===== src/rtl/pwmc_pkg.sv =====
// -----------------------------------------------------------------------------
// pwmc_pkg
// Shared definitions for the PWM LED controller fault path: channel/fault
// widths, the error-read command code, the scan FSM state type, the per-channel
// fault vector and the helper that packs a fault vector into the two error
// frame bytes returned to the command receiver.
//
// Fault vector layout (15 bits, MSB first):
//   [14:9] short[5:0]   [8:3] open[5:0]   [2] overheat   [1] overvoltage
//   [0] undervoltage
// -----------------------------------------------------------------------------
package pwmc_pkg;

    localparam int          FAULT_W    = 15;
    localparam int          NUM_CH     = 4;
    localparam logic [3:0]  ERR_RD_CMD = 4'b1110;

    typedef enum logic [1:0] {
        S_WAIT   = 2'd0,
        S_SAMPLE = 2'd1,
        S_NEXT   = 2'd2
    } scan_state_t;

    typedef logic [FAULT_W-1:0] fault_vec_t;

    // Returns {frame0, frame1}.
    // frame0 = {short[5:0], open[5:4]}
    // frame1 = {open[3:0], 1'b1, overheat, overvoltage, undervoltage}
    function automatic logic [15:0] build_frames(input fault_vec_t v);
        return {v[14:7], v[6:3], 1'b1, v[2:0]};
    endfunction

endpackage


===== src/rtl/fault_debounce.sv =====
// -----------------------------------------------------------------------------
// fault_debounce
// One channel's worth of fault debouncing: 15 saturating counters plus the
// sticky bits they set.
//
// Optional feature macro: FAULT_IRQ_EN (adds the rise output).
//
// Ports:
//   clk        clock
//   rst_n      asynchronous active-low reset
//   sample_en  one-cycle strobe: this channel is being sampled now
//   raw        15-bit raw fault vector of the channel
//   clr        clear-on-read of all sticky bits (a simultaneous set wins)
//   sticky     15-bit sticky fault bits
//   rise       (FAULT_IRQ_EN only) bits going 0 -> 1 at the coming edge
// -----------------------------------------------------------------------------
module fault_debounce
    import pwmc_pkg::*;
#(
    parameter int DEB_N = 3
) (
    input  logic       clk,
    input  logic       rst_n,
    input  logic       sample_en,
    input  fault_vec_t raw,
    input  logic       clr,
    output fault_vec_t sticky
`ifdef FAULT_IRQ_EN
    ,
    output fault_vec_t rise
`endif
);

    localparam logic [2:0] DEB_MAX = 3'(DEB_N);

    fault_vec_t set_vec;
    fault_vec_t sticky_reg;

    generate
        for (genvar gi = 0; gi < FAULT_W; gi++) begin : g_bit
            logic [2:0] cnt_reg;
            logic [2:0] cnt_inc;

            // Saturate at DEB_N so a persisting fault keeps re-asserting the
            // set condition on every sample (re-latch after clear-on-read).
            assign cnt_inc     = (cnt_reg == DEB_MAX) ? cnt_reg : cnt_reg + 3'd1;
            assign set_vec[gi] = sample_en & raw[gi] & (cnt_inc == DEB_MAX);

            always_ff @(posedge clk or negedge rst_n) begin
                if (!rst_n) begin
                    cnt_reg <= '0;
                end else if (sample_en) begin
                    cnt_reg <= raw[gi] ? cnt_inc : 3'd0;
                end
            end
        end
    endgenerate

    // Clear first, then OR in new sets: a latch in the clearing cycle survives.
    always_ff @(posedge clk or negedge rst_n) begin
        if (!rst_n) begin
            sticky_reg <= '0;
        end else begin
            sticky_reg <= (clr ? '0 : sticky_reg) | set_vec;
        end
    end

    assign sticky = sticky_reg;

`ifdef FAULT_IRQ_EN
    assign rise = set_vec & ~sticky_reg;
`endif

endmodule


===== src/rtl/fault_scan_scheduler.sv =====
// -----------------------------------------------------------------------------
// fault_scan_scheduler
// Time-multiplexed fault monitor for the 2x2 LED driver tile. Samples the four
// channels round-robin (one sample every SCAN_DIV+2 cycles), debounces each
// fault bit into sticky registers and serves error-frame reads with a fixed
// one-cycle request/ack handshake and clear-on-read.
//
// Optional feature macro: FAULT_IRQ_EN (adds irq_mask_i / irq_o).
//
// Ports:
//   sys_clk         system clock
//   sys_resetb      asynchronous active-low reset
//   short_i[24]     channel c short flags at [6c+5:6c]
//   open_i[24]      channel c open flags at [6c+5:6c]
//   overheat_i[4]   per-channel overheat
//   overvoltage_i[4], undervoltage_i[4]  per-channel supply faults
//   rd_req, rd_id   single-cycle read strobe and channel ID
//   rd_ack, rd_hit  one-cycle acknowledge; hit = ID matched a channel
//   frame0_o/1_o    error frame bytes (8'hFF on a miss), held between acks
//   error_flag_o    registered OR of all sticky bits
//   scan_ch_o       channel sampled most recently
//   irq_mask_i[4]   (FAULT_IRQ_EN) per-channel irq suppression
//   irq_o           (FAULT_IRQ_EN) pulse on any unmasked sticky 0 -> 1
// -----------------------------------------------------------------------------
module fault_scan_scheduler
    import pwmc_pkg::*;
#(
    parameter logic [4:0] ROW      = 5'd0,
    parameter logic [2:0] COLUMN   = 3'd1,
    parameter int         SCAN_DIV = 16,
    parameter int         DEB_N    = 3
) (
    input  logic        sys_clk,
    input  logic        sys_resetb,
    input  logic [23:0] short_i,
    input  logic [23:0] open_i,
    input  logic [3:0]  overheat_i,
    input  logic [3:0]  overvoltage_i,
    input  logic [3:0]  undervoltage_i,
    input  logic        rd_req,
    input  logic [7:0]  rd_id,
    output logic        rd_ack,
    output logic        rd_hit,
    output logic [7:0]  frame0_o,
    output logic [7:0]  frame1_o,
    output logic        error_flag_o,
    output logic [1:0]  scan_ch_o
`ifdef FAULT_IRQ_EN
    ,
    input  logic [3:0]  irq_mask_i,
    output logic        irq_o
`endif
);

    localparam int             PRE_W   = $clog2(SCAN_DIV);
    localparam logic [PRE_W-1:0] PRE_MAX = PRE_W'(SCAN_DIV - 1);

    // ------------------------------------------------------------------ scan
    scan_state_t      state_reg;
    logic [PRE_W-1:0] pre_reg;
    logic [1:0]       ch_idx_reg;
    logic [1:0]       scan_ch_reg;

    always_ff @(posedge sys_clk or negedge sys_resetb) begin
        if (!sys_resetb) begin
            state_reg   <= S_WAIT;
            pre_reg     <= '0;
            ch_idx_reg  <= 2'd0;
            scan_ch_reg <= 2'd0;
        end else begin
            case (state_reg)
                S_WAIT: begin
                    if (pre_reg == PRE_MAX) begin
                        pre_reg   <= '0;
                        state_reg <= S_SAMPLE;
                    end else begin
                        pre_reg <= pre_reg + 1'b1;
                    end
                end
                S_SAMPLE: state_reg <= S_NEXT;
                S_NEXT: begin
                    scan_ch_reg <= ch_idx_reg;
                    ch_idx_reg  <= ch_idx_reg + 2'd1;
                    state_reg   <= S_WAIT;
                end
                default: state_reg <= S_WAIT;
            endcase
        end
    end

    // ------------------------------------------------------ per-channel path
    fault_vec_t        raw_all    [NUM_CH];
    fault_vec_t        sticky_all [NUM_CH];
    logic [NUM_CH-1:0] sample_en;
    logic [NUM_CH-1:0] hit_vec;
`ifdef FAULT_IRQ_EN
    fault_vec_t        rise_all   [NUM_CH];
`endif

    generate
        for (genvar gi = 0; gi < NUM_CH; gi++) begin : g_ch
            // Channel ID = {ROW + c[1], COLUMN + c[0]}.
            localparam logic [7:0] CH_ID = {ROW + 5'(gi / 2), COLUMN + 3'(gi % 2)};

            assign raw_all[gi] = {short_i[6*gi +: 6], open_i[6*gi +: 6],
                                  overheat_i[gi], overvoltage_i[gi], undervoltage_i[gi]};
            assign sample_en[gi] = (state_reg == S_SAMPLE) && (ch_idx_reg == 2'(gi));
            assign hit_vec[gi]   = rd_req && (rd_id == CH_ID);

            fault_debounce #(
                .DEB_N(DEB_N)
            ) u_deb (
                .clk       (sys_clk),
                .rst_n     (sys_resetb),
                .sample_en (sample_en[gi]),
                .raw       (raw_all[gi]),
                .clr       (hit_vec[gi]),
                .sticky    (sticky_all[gi])
`ifdef FAULT_IRQ_EN
                ,
                .rise      (rise_all[gi])
`endif
            );
        end
    endgenerate

    // ------------------------------------------------------------ read path
    logic [15:0] frames_next;
    logic        hit_next;
    logic        err_next;

    always_comb begin
        frames_next = 16'hFFFF;
        hit_next    = 1'b0;
        err_next    = 1'b0;
        for (int c = 0; c < NUM_CH; c++) begin
            if (hit_vec[c]) begin
                hit_next    = 1'b1;
                frames_next = build_frames(sticky_all[c]);
            end
            err_next = err_next | (|sticky_all[c]);
        end
    end

    logic       rd_ack_reg;
    logic       rd_hit_reg;
    logic [7:0] frame0_reg;
    logic [7:0] frame1_reg;
    logic       err_reg;

    always_ff @(posedge sys_clk or negedge sys_resetb) begin
        if (!sys_resetb) begin
            rd_ack_reg <= 1'b0;
            rd_hit_reg <= 1'b0;
            frame0_reg <= 8'hFF;
            frame1_reg <= 8'hFF;
            err_reg    <= 1'b0;
        end else begin
            rd_ack_reg <= rd_req;
            rd_hit_reg <= hit_next;
            if (rd_req) begin
                frame0_reg <= frames_next[15:8];
                frame1_reg <= frames_next[7:0];
            end
            err_reg <= err_next;
        end
    end

    assign rd_ack       = rd_ack_reg;
    assign rd_hit       = rd_hit_reg;
    assign frame0_o     = frame0_reg;
    assign frame1_o     = frame1_reg;
    assign error_flag_o = err_reg;
    assign scan_ch_o    = scan_ch_reg;

`ifdef FAULT_IRQ_EN
    // ------------------------------------------------------------------ irq
    logic irq_next;
    logic irq_reg;

    always_comb begin
        irq_next = 1'b0;
        for (int c = 0; c < NUM_CH; c++) begin
            irq_next = irq_next | ((|rise_all[c]) & ~irq_mask_i[c]);
        end
    end

    always_ff @(posedge sys_clk or negedge sys_resetb) begin
        if (!sys_resetb) begin
            irq_reg <= 1'b0;
        end else begin
            irq_reg <= irq_next;
        end
    end

    assign irq_o = irq_reg;
`endif

endmodule

===== config.mk =====
export PLATFORM = sky130hd
export DESIGN_NAME = fault_scan_scheduler
export DESIGN_NICKNAME = d
export VERILOG_FILES = /design/src/rtl/pwmc_pkg.sv /design/src/rtl/fault_debounce.sv /design/src/rtl/fault_scan_scheduler.sv
export SDC_FILE = /design/constraint.sdc
export NUM_CORES = 1
export LEC_CHECK = 0
export CAP_MARGIN = 20
export CORE_ASPECT_RATIO = 0.75
export CORE_MARGIN = 5
export CORE_UTILIZATION = 45
export CTS_CLUSTER_DIAMETER = 100
export DETAILED_ROUTE_END_ITERATION = 10
export PLACE_DENSITY = 0.67
export SLEW_MARGIN = 20
export SYNTH_ARGS = -nofsm -noshare
export SYNTH_HDL_FRONTEND = slang
export SYNTH_SLANG_ARGS = --single-unit

===== constraint.sdc =====
create_clock -name sys_clk -period 4.55 [get_ports sys_clk]
set_input_delay 0.91 -clock sys_clk [delete_from_list [all_inputs] [get_ports sys_clk]]
set_output_delay 0.91 -clock sys_clk [all_outputs]
set_load 0.005 [all_outputs]

==> run metrics <==
initial core utilization 45.2%; P&R area growth vs syn 15.6%; number of port buffers 90; pre-CTS setup slack 1050 ps; Row Count 56; placed cell area 0.0153 sq mm; All-Layer GR Usage 18.5%; CTS sink count 268; syn_area_per_cell 9.99 sq um; Setup CP Type input port to flip-flop; Cells after Synth 1405; gr busiest metal met2; first-pass GRT wire length 53900 um; cts repair resizes 0; final setup violation count 0; clk slew on worst S/H paths 60 ps; DRC 0; part of the power in registers 49.1%; CTS tree done; Worst-Skew Late Latency 550 ps; synth unique cells 41; average wire per standard cell 17.1 um; Slew @ Worst Pin 981 ps; Root Driver clkbuf_16; Largest register FFs 180; post-synthesis async set-or-reset flop share 100%; maximum clock rate 339 MHz; Die Span Y 163 um; Routed WL 32600 um; drt initial violations 715; EDFF count, synth 0; setup bufs post-CTS 0; CTS Buf Count 28; worst supply voltage drop on vdd 0.235 mV; #FFs+latches synth 268; max_cap viols 0; initial antenna violation count 1; share of layout cells above drive strength 1 6.00%; final period utilization 64.9%; leading area contributor after synthesis dfrtp_1; worst path arrival time 3380 ps; Rel. slew slack 34.6%; FILL cells 2742; ANT nets after route 0; largest net degree at the start of global routing 113; total grt overflow 0; cell area power density 304 mW/mm^2; Synth top cells by count 253 x dfrtp_1, 236 x nand2_1, 90 x a22o_1, 73 x nand2b_1; Period minus WS final 2950 ps; Hold Vio Cnt, Final 0; count leader, synth dfrtp_1; CTS Hold Bufs 0; R2R Path Start ch_idx_reg[0]; Leak Pwr 7.55 nW; Longest Clk Path Bufs 3; Slew Viols, Final 0; Pwr Total 4.94 mW; Pre-antenna DRT Iters 5; DIE AREA 0.0349 sq mm; area of the mapped netlist 0.0140 sq mm; Synth area leaders dfrtp_1 45%, nand2_1 6.3%, ha_1 5.8%; Final Wtd Congestion 0.855; Switch Pwr 1.09 mW; HPWL Detailed 22400 um; crit path from rd_id[3]; Placeable Area 0.0310 sq mm; Crit. End Element flip-flop; Power Internal 3.85 mW; Seq/Total Area, Yosys 47.9%; routed vias 10.8k; GR Util met1 26.7%; worst clock skew 9.99 ps; Vias/cell 5.67; R2R depth 6; depth of the CTS H-tree 1; Crit Path Max Fanout 35; combinational power share 4.8%; post-route cell area 0.0162 sq mm; Main synth FF type dfrtp_1; Req. time, crit path 4980 ps; RSZ-0062 raised after global routing no; width of the die 214 um; Sw Share 22.1%; vias in the first global route 10.4k; crit path launch type input port; setup TNS 0 ps; Nets 1614; met3 Use GR 3.42%; worst hold path type input port to async pin; met2 Use GR 29.5%; IO Count 92; Mapped Nets 1541; status finished, final reports clean; Clk pwr share 46.1%; Yosys top cell area share 45.1%; Final WS setup 1600 ps; Synth warnings 0; ANT cells 0
==> routing by layer <==
layer | part of all wire, % | routed length [um]
met5 | 0.040 | 13
met4 | 2.0 | 637
met3 | 4.2 | 1370
met2 | 44 | 14500
met1 | 49 | 16100
==> cells in the final DEF (no fill, tap or decap), drive strengths merged, types with 17 or more instances in the layout <==
cell type	Yosys	layout
a21boi	61	61
a21o	46	46
a22o	90	90
a31oi	30	30
clkbuf	26	46
clkdlybuf4s50	0	89
dfrtp	253	253
ha	65	65
nand2	236	236
nand2b	73	73
nand3	29	29
nand3b	17	17
nor2	21	21
nor2b	67	67
nor3	49	49
o211ai	20	20
o21ai	67	67
o22ai	30	30
o31ai	31	31
xnor2	18	18
==> final timing paths <==
| path | to | slack (ps) |
|---|---|---|
| max | g_ch[3].u_deb.sticky[14] | 1600 |
| min | g_ch[2].u_deb.g_bit[12].cnt_reg[1] | 400 |
| max reg2reg | g_ch[3].u_deb.g_bit[12].cnt_reg[1] | 2190 |
| min reg2reg | g_ch[0].u_deb.sticky[6] | 470 |
| max in group asynchronous | pre_reg[2] | 3080 |
| min in group sys_clk | g_ch[0].u_deb.sticky[6] | 470 |
==> layout make-up <==
class	instances	area [sq um]	area share [%]
clock buffer	46	900	5.54
multi-input combinational	1071	7030	43.3
clock inverter	5	27.5	0.170
tap	406	508	3.13
inverter	6	22.5	0.139
timing repair buffer	103	1030	6.33
sequential	268	6730	41.4
==> metrics by stage <==
step	std cells	utilization, %	hold slack (ps)
global placement	1854	49.3	460
global route	1905	52.3	485
detailed placement	1854	49.3	466
CTS	1905	52.3	453
finish	1905	52.3	404
floorplan	1405	-	445
==> cell families (layout without fill, tap and decap cells) <==
family	Yosys count	count (layout)	synth area share (%)
AND/OR/NAND/NOR	549	549	19.9
buffers and inverters	66	160	2.14
adder cells (fa/ha/maj)	65	65	5.79
other	1	1	0.0267
flip-flops	268	268	47.9
AO/OA/AOI/OAI	412	412	21.3
multiplexers	14	14	1.12
XOR/XNOR	30	30	1.87
==> worst max-delay path: stages <==
cell and delay [ps]:
clkdlybuf4s50_1 510, buf_4 320, and3b_1 550, nand3_1 630, a32o_1 440
==> power by group through the flow <==
stage	combinational (mW)	clock [mW]	sequential [mW]
CTS	0.241	2.34	2.42
global route	0.267	2.43	2.43
detailed placement	0.239	0	2.47
global placement	0.237	0	2.47
finish	0.237	2.28	2.42
floorplan	0.0711	0	2.46
(Power assumes the default switching activity.)
